<file path="src/rtl/display_scan_ctrl_if.sv">
// Bundle of display load/scan signals between a host and display_scan_ctrl.
// The host drives the master side; the scan controller is the slave.
interface display_scan_ctrl_if;
  logic [31:0] data_in;
  logic [7:0]  dp_in;
  logic [7:0]  blank_in;
  logic        load;
  logic        load_ack;
  logic [3:0]  hex_out;
  logic [7:0]  anode;
  logic        dp_out;

  modport master (
    output data_in, dp_in, blank_in, load,
    input  load_ack, hex_out, anode, dp_out
  );

  modport slave (
    input  data_in, dp_in, blank_in, load,
    output load_ack, hex_out, anode, dp_out
  );
endinterface

</file>
<file path="src/rtl/display_scan_ctrl.sv">
// Eight-digit multiplexed 7-segment scan controller with a dead-time guard
// between digits and frame-synchronous (tear-free) commit of new display data.
module display_scan_ctrl #(
  parameter int TICK_DIV = 100000,
  parameter int DEAD_CYC = 4
) (
  input  logic                 clk,
  input  logic                 reset_n,
  display_scan_ctrl_if.slave   bus
);

  localparam int MAX_CYC = (TICK_DIV > DEAD_CYC) ? TICK_DIV : DEAD_CYC;
  localparam int CNT_W   = (MAX_CYC > 1) ? $clog2(MAX_CYC) : 1;

  typedef enum logic [0:0] {
    ST_DEAD  = 1'b0,
    ST_DRIVE = 1'b1
  } state_t;

  state_t           state_r;
  logic [CNT_W-1:0] cnt_r;
  logic [2:0]       idx_r;

  logic [31:0]      disp_data_r;
  logic [7:0]       disp_dp_r;
  logic [7:0]       disp_blank_r;
  logic [31:0]      shadow_data_r;
  logic [7:0]       shadow_dp_r;
  logic [7:0]       shadow_blank_r;
  logic             pending_r;

  logic [3:0]       hex_r;
  logic [7:0]       anode_r;
  logic             dp_r;
  logic             ack_r;

  logic             drive_done_s;
  logic             dead_done_s;
  logic             commit_s;
  logic [3:0]       nibble_s;

  // Phase-end detection and frame-boundary commit qualifier.
  always_comb begin
    drive_done_s = (state_r == ST_DRIVE) && (cnt_r == CNT_W'(TICK_DIV - 1));
    dead_done_s  = (state_r == ST_DEAD)  && (cnt_r == CNT_W'(DEAD_CYC - 1));
    commit_s     = dead_done_s && (idx_r == 3'd7) && pending_r;
    nibble_s     = disp_data_r[{idx_r, 2'b00} +: 4];
  end

  // Scan FSM with registered digit outputs, display commit and pending flag.
  always_ff @(posedge clk or negedge reset_n) begin
    if (!reset_n) begin
      state_r      <= ST_DEAD;
      cnt_r        <= {CNT_W{1'b0}};
      idx_r        <= 3'd7;
      anode_r      <= 8'hFF;
      dp_r         <= 1'b1;
      hex_r        <= 4'h0;
      ack_r        <= 1'b0;
      pending_r    <= 1'b0;
      disp_data_r  <= 32'h0000_0000;
      disp_dp_r    <= 8'h00;
      disp_blank_r <= 8'hFF;
    end else begin
      case (state_r)
        ST_DRIVE: begin
          // A blanked digit keeps its anode off but still tracks nibble/dp.
          anode_r <= disp_blank_r[idx_r] ? 8'hFF : ~(8'h01 << idx_r);
          hex_r   <= nibble_s;
          dp_r    <= ~disp_dp_r[idx_r];
          if (drive_done_s) begin
            state_r <= ST_DEAD;
            cnt_r   <= {CNT_W{1'b0}};
          end else begin
            cnt_r   <= cnt_r + CNT_W'(1);
          end
        end
        ST_DEAD: begin
          anode_r <= 8'hFF;
          dp_r    <= 1'b1;
          hex_r   <= hex_r;
          if (dead_done_s) begin
            state_r <= ST_DRIVE;
            cnt_r   <= {CNT_W{1'b0}};
            idx_r   <= idx_r + 3'd1;
          end else begin
            cnt_r   <= cnt_r + CNT_W'(1);
          end
        end
        default: begin
          state_r <= ST_DEAD;
          cnt_r   <= {CNT_W{1'b0}};
          anode_r <= 8'hFF;
          dp_r    <= 1'b1;
        end
      endcase

      // Commit takes the shadow as it stood before any same-cycle load.
      if (commit_s) begin
        disp_data_r  <= shadow_data_r;
        disp_dp_r    <= shadow_dp_r;
        disp_blank_r <= shadow_blank_r;
        ack_r        <= 1'b1;
      end else begin
        ack_r        <= 1'b0;
      end

      if (bus.load) begin
        pending_r <= 1'b1;
      end else if (commit_s) begin
        pending_r <= 1'b0;
      end else begin
        pending_r <= pending_r;
      end
    end
  end

  // Shadow capture of host values on each load request.
  always_ff @(posedge clk or negedge reset_n) begin
    if (!reset_n) begin
      shadow_data_r  <= 32'h0000_0000;
      shadow_dp_r    <= 8'h00;
      shadow_blank_r <= 8'hFF;
    end else if (bus.load) begin
      shadow_data_r  <= bus.data_in;
      shadow_dp_r    <= bus.dp_in;
      shadow_blank_r <= bus.blank_in;
    end else begin
      shadow_data_r  <= shadow_data_r;
      shadow_dp_r    <= shadow_dp_r;
      shadow_blank_r <= shadow_blank_r;
    end
  end

  assign bus.load_ack = ack_r;
  assign bus.hex_out  = hex_r;
  assign bus.anode    = anode_r;
  assign bus.dp_out   = dp_r;

endmodule

</file>
<file path="src/flat_wrapper.sv">
// flat-port wrapper written by rule: the top's interface ports become plain ports
module display_scan_ctrl_flat 
#(
  parameter int TICK_DIV = 100000,
  parameter int DEAD_CYC = 4
)
  (clk, reset_n, bus_data_in, bus_dp_in, bus_blank_in, bus_load, bus_load_ack, bus_hex_out, bus_anode, bus_dp_out);
  display_scan_ctrl_if bus_i ();
  input  logic clk;
  input  logic reset_n;
  input wire logic [$bits(bus_i.data_in)-1:0] bus_data_in;
  input wire logic [$bits(bus_i.dp_in)-1:0] bus_dp_in;
  input wire logic [$bits(bus_i.blank_in)-1:0] bus_blank_in;
  input wire logic [$bits(bus_i.load)-1:0] bus_load;
  output wire logic [$bits(bus_i.load_ack)-1:0] bus_load_ack;
  output wire logic [$bits(bus_i.hex_out)-1:0] bus_hex_out;
  output wire logic [$bits(bus_i.anode)-1:0] bus_anode;
  output wire logic [$bits(bus_i.dp_out)-1:0] bus_dp_out;
  assign bus_i.data_in = bus_data_in;
  assign bus_i.dp_in = bus_dp_in;
  assign bus_i.blank_in = bus_blank_in;
  assign bus_i.load = bus_load;
  assign bus_load_ack = bus_i.load_ack;
  assign bus_hex_out = bus_i.hex_out;
  assign bus_anode = bus_i.anode;
  assign bus_dp_out = bus_i.dp_out;
  display_scan_ctrl #(.TICK_DIV(TICK_DIV), .DEAD_CYC(DEAD_CYC)) u_core (.clk(clk), .reset_n(reset_n), .bus(bus_i));
endmodule
</file>
<file path="config.mk">
export PLATFORM = sky130hd
export DESIGN_NAME = display_scan_ctrl_flat
export DESIGN_NICKNAME = d
export VERILOG_FILES = /design/src/rtl/display_scan_ctrl_if.sv /design/src/rtl/display_scan_ctrl.sv /design/src/flat_wrapper.sv
export SDC_FILE = /design/constraint.sdc
export NUM_CORES = 1
export LEC_CHECK = 0
export BUFFER_PORTS_ARGS = -buffer_cell sky130_fd_sc_hd__buf_4
export CORE_UTILIZATION = 24
export CTS_CLUSTER_DIAMETER = 200
export DETAILED_ROUTE_END_ITERATION = 12
export REMOVE_ABC_BUFFERS = 1
export SETUP_SLACK_MARGIN = 0.3
export SLEW_MARGIN = 20
export SYNTH_ARGS = -nofsm -noshare
export SYNTH_HDL_FRONTEND = slang
export SYNTH_SLANG_ARGS = --single-unit
</file>
<file path="constraint.sdc">
create_clock -name clk -period 5.5 [get_ports clk]
set_input_delay 1.1 -clock clk [delete_from_list [all_inputs] [get_ports clk]]
set_output_delay 1.1 -clock clk [all_outputs]
set_load 0.1 [all_outputs]
</file>
-- After elaboration in Yosys (flattened, before gate mapping)
Cells that the tools add are included.
- bits in registers: 132
- add/subtract/negate cells: 2
- order comparisons: 1
- eq/ne operators: 3
- shifts and indexed selects: 2
- multiplexer cells: 17
- bitwise operators: 3
- reduce and logical (&&, ||, !) cells: 6
- operators with widths (cell ; number):
    $mux W17 ; 2
    $pmux W17 S2 ; 1
    $shiftx A32 B6 Y4 ; 1
    $add A17 B1 Y17 const B ; 1
    $eq A17 B17 Y1 const B ; 1
    $eq A17 B2 Y1 const B ; 1
    $pmux W8 S2 ; 1
    $mux W8 ; 1
    $not A8 Y8 ; 1
    $shl A1 B3 Y8 const A ; 1
    $mux W1 ; 7
    $bmux W1 S3 ; 2
    $logic_and A1 B1 Y1 ; 4
    $lt A3 B4 Y1 const B ; 1
    $mux W4 ; 1
    $pmux W1 S2 ; 2
    $add A3 B1 Y3 const B ; 1
    $eq A3 B3 Y1 const B ; 1
    $not A1 Y1 ; 2
    $reduce_and A2 Y1 ; 1
    $reduce_bool A2 Y1 ; 1

-- Longest topological paths before layout
- depth in word-level cells: 6
- mapped depth: 7

-- Least setup slack after synthesis
No wires, ideal clock.
- path kind: input port to flip-flop
- start point: in bus_load
- end point: reg u_core.shadow_data_r[21]
- setup time: 125 ps
- data arrival time: 2132 ps
- required time: 5375 ps
- slack: 3244 ps
- cell stages on the path: 3
- buffers on the path: 2
- path through: buf_1 buf_1 mux2_2
- RTL lines (item ; line ; source):
    start: declaration ; flat_wrapper.sv:14 ; input wire logic [$bits(bus_i.load)-1:0] bus_load;
    end signal: assignment ; display_scan_ctrl.sv:125 ; shadow_data_r <= bus.data_in;
    end signal: assignment ; display_scan_ctrl.sv:129 ; shadow_data_r <= shadow_data_r;
    end: declaration ; display_scan_ctrl.sv:27 ; logic [31:0] shadow_data_r;
No word-level cell between the ends.

-- Final worst setup path
- start point: reg u_core.idx_r[0]
- end point: reg u_core.disp_data_r[12]
- word-level cells in the longest chain between the ends: 3
- RTL lines (item ; line ; source):
    start: declaration ; display_scan_ctrl.sv:22 ; logic [2:0] idx_r;
    start signal: assignment ; display_scan_ctrl.sv:85 ; idx_r <= idx_r + 3'd1;
    $eq A3 B3 Y1 ; display_scan_ctrl.sv:46 ; commit_s = dead_done_s && (idx_r == 3'd7) && pending_r;
    $logic_and A1 B1 Y1 (2 in a row) ; display_scan_ctrl.sv:46 ;
    end signal: assignment ; display_scan_ctrl.sv:100 ; disp_data_r <= shadow_data_r;
    end: declaration ; display_scan_ctrl.sv:24 ; logic [31:0] disp_data_r;
Every way passes these cells.
A chain may end at the register's enable or synchronous reset.

==> results.cfg <==
[synth]
synthTopCellsByArea = dfrtp_1 47%, mux2_2 16%, dfstp_2 13%
synth_edf_count = 0
syn_inst = 374
synth_compound_area_share_pct = 1.490
muxShareOfSynthArea_pct = 24.77
synth_top_area_share_pct = 46.96
synthXorXnorAreaFrac_pct = 2.213
ys_ff_latch = 132
synth-simple-area-share_pct = 7.519
synth_top_family_by_area = multiplexers
yosysUniqueCellTypes = 40
async_reset_ff_share_pct = 100.0
yosysWarnings = 0
yosysMostFrequentCell = dfrtp_1
syn_area_um2 = 5542
synth_flop_cell = dfrtp_1
yosysTopAreaCell = dfrtp_1
synth-seq-area-share_pct = 60.24
syn_area_per_cell_um2 = 14.82
synth_common_cells = 104 x dfrtp_1, 77 x mux2_2, 28 x dfstp_2, 28 x nand2_1, 20 x mux2_1
synth_fa_ha_area_share_pct = 1.580

[clock_tree]
cts_sinks = 132
clockRootBuffer = clkbuf_16
cts-resized-gates = 0
cts_buffers = 17
cts_tree = built
h-tree-depth = 4
cts_setup_buffers = 0
cts.clk_slew.worst_paths_ns = 0.05
clock_latency_ns = 0.41
clock_path_buffers = 2
postCtsHoldBufs = 0

[drt]
wl_per_cell_um = 14.83
vias_per_cell = 4.336
route.detailed.drc = 0
vias = 3222
drt_iter0_drc = 165
first_pass_iters = 4
ant_nets = 0
routed_wl_um = 11020

[layout]
final_util_pct = 30.66
regArea_um2 = 3338
area_growth_pct = 25.27
fillCellCount = 2229
drive_gt1_share_pct = 49.13
multiInputGateArea_um2 = 2082
layout.nets = 504
fin_area_um2 = 6942
n_antenna_cell = 0

[global_routing]
antenna_found_initial = 0
grt.overflow.total = 0
grt_max_degree = 50
grt_pass1_vias = 3424
grt_usage_pct = 10.03
grt_pass1_wl_um = 18010

[hold_path]
min_path_type = reg -> reg

[worst_setup_path]
crit_fanout = 48
worstSetupStartpointType = flip-flop
worstPathRequired_ns = 5.79
crit_buf_inv = 1
cp_top_family = flip-flops
endpoint_kind = flip-flop
max_stage_delay_ns = 0.84
cp_slowest_cell = dfstp_2
worstPathArrival_ns = 2.88
path_cells = ha_1 > ha_1 > nand2_1 > nor3_4 > buf_4 > mux2_2
worst_path_most_repeated_cell = ha_1
path_class = reg -> reg

[die]
start_util_pct = 24.48
die_area_um2 = 23700
die_y_um = 154.0
core_area_um2 = 22640
die_w_um = 154.0
ios = 65
rows = 55

[sta]
max_freq_mhz = 385.6
worst_pin_slew_ns = 0.6933
finalSetupViolations = 0
rsz0062_at_grt = false
max_slew_margin_pct = 53.35
period_minus_slack_ns = 2.593
fin_setup_tns_ns = 0
hold_viol = 0
timing.final.crit_share_pct = 47.15
slew_violations = 0
finClkSkew_ns = 0.006181

[placed_design]
portBuffers = 64
dp_hpwl_um = 7806
placed_area_um2 = 6310
globalplace.congestion = 0.7630

[power]
ir_drop_v = 0.0001973
powerDensity_nw_per_um2 = 334.5
power_leakage_nw = 3.070

[outcome]
outcome = finished clean

[job]
cap_violations = 0
[through the flow]
step	worst slack (ns)	cells	hold WS (ns)	total power [mW]
after floorplan	2.515	360	0.4524	1.077
after global placement	2.909	712	0.4630	1.144
after detailed placement	2.841	712	0.4774	1.149
after CTS	2.826	743	0.4849	2.360
after global routing	2.684	743	0.5077	2.414
final	2.907	743	0.4785	2.322
[sequential cells by signal (all words and copies together) (netlist names), 4 cells and up]
register and count:
u_core.bus.anode 8, u_core.bus.hex_out 4, u_core.cnt_r 17, u_core.disp_blank_r 8
u_core.disp_data_r 32, u_core.disp_dp_r 8, u_core.shadow_blank_r 8, u_core.shadow_data_r 32
u_core.shadow_dp_r 8
[placed cells by master, fill, tap and decap left out, types with 2 or more instances in the layout]
cell type / n
and3_1: 3
a31oi_1: 5
clkinvlp_4: 2
clkbuf_8: 2
nor4_2: 2
clkinv_4: 2
mux4_2: 12
nor4_1: 3
nand2_1: 28
mux2_1: 20
nand3_1: 8
o21ai_0: 4
dfstp_2: 28
ha_1: 7
bufinv_16: 4
mux2_2: 77
inv_6: 2
nor3_1: 4
xnor2_1: 10
buf_4: 67
inv_1: 7
dfrtp_1: 104
nor2_1: 17
xor2_1: 4
nand3_2: 2
clkbuf_16: 17
[worst register-to-register path, cell delays in order, from the launching register on]
cell and delay [ns]:
dfstp_2 0.84, ha_1 0.26, ha_1 0.19, nand2_1 0.11
nor3_4 0.11, buf_4 0.54, mux2_2 0.42
[metal layers]
layer	global-route usage, %	vias up	share of wire (%)
li1	-	1478	-
met2	15.45	82	48
met1	13.15	1655	45
met3	3.608	7	6.2
met4	3.000	0	0.78
met5	0	-	0
[cell families after synthesis]
group | Yosys count
AOI/OAI and AO/OA | 12
xor gates and xnor gates | 14
adders and majority gates | 7
buffers and inverters | 22
DFF | 132
muxes | 110
and+or+nand+nor | 77
[cell type report]
| cell class | count | share of cell area, % |
|---|---|---|
| Multi-Input combinational cell | 220 | 29.99 |
| Tap cell | 285 | 5.137 |
| Clock inverter | 11 | 2.523 |
| Inverter | 8 | 0.4326 |
| Timing Repair Buffer | 67 | 7.246 |
| Sequential cell | 132 | 48.09 |
| Clock buffer | 20 | 6.579 |
[final timing paths]
check / slack (ns) / to / from / cells past startpoint
setup / recovery: 2.91 / u_core.disp_data_r[12] / u_core.idx_r[0] / 6
hold / removal: 0.48 / u_core.cnt_r[0] / u_core.cnt_r[0] / 1
setup reg to reg: 2.91 / u_core.disp_data_r[12] / u_core.idx_r[0] / 6
hold reg to reg: 0.48 / u_core.cnt_r[0] / u_core.cnt_r[0] / 1
max in group asynchronous: 3.81 / u_core.shadow_blank_r[7] / reset_n / 2
min in group asynchronous: 0.69 / u_core.bus.load_ack / reset_n / 1
[where the power goes]
| group | internal, mW | switching [mW] |
|---|---|---|
| Clock | 0.783 | 0.412 |
| Sequential | 1.01 | 0.0211 |
| Combinational | 0.0545 | 0.0394 |
| Total | 1.85 | 0.472 |
No activity file was read; power rests on OpenSTA's default activity.
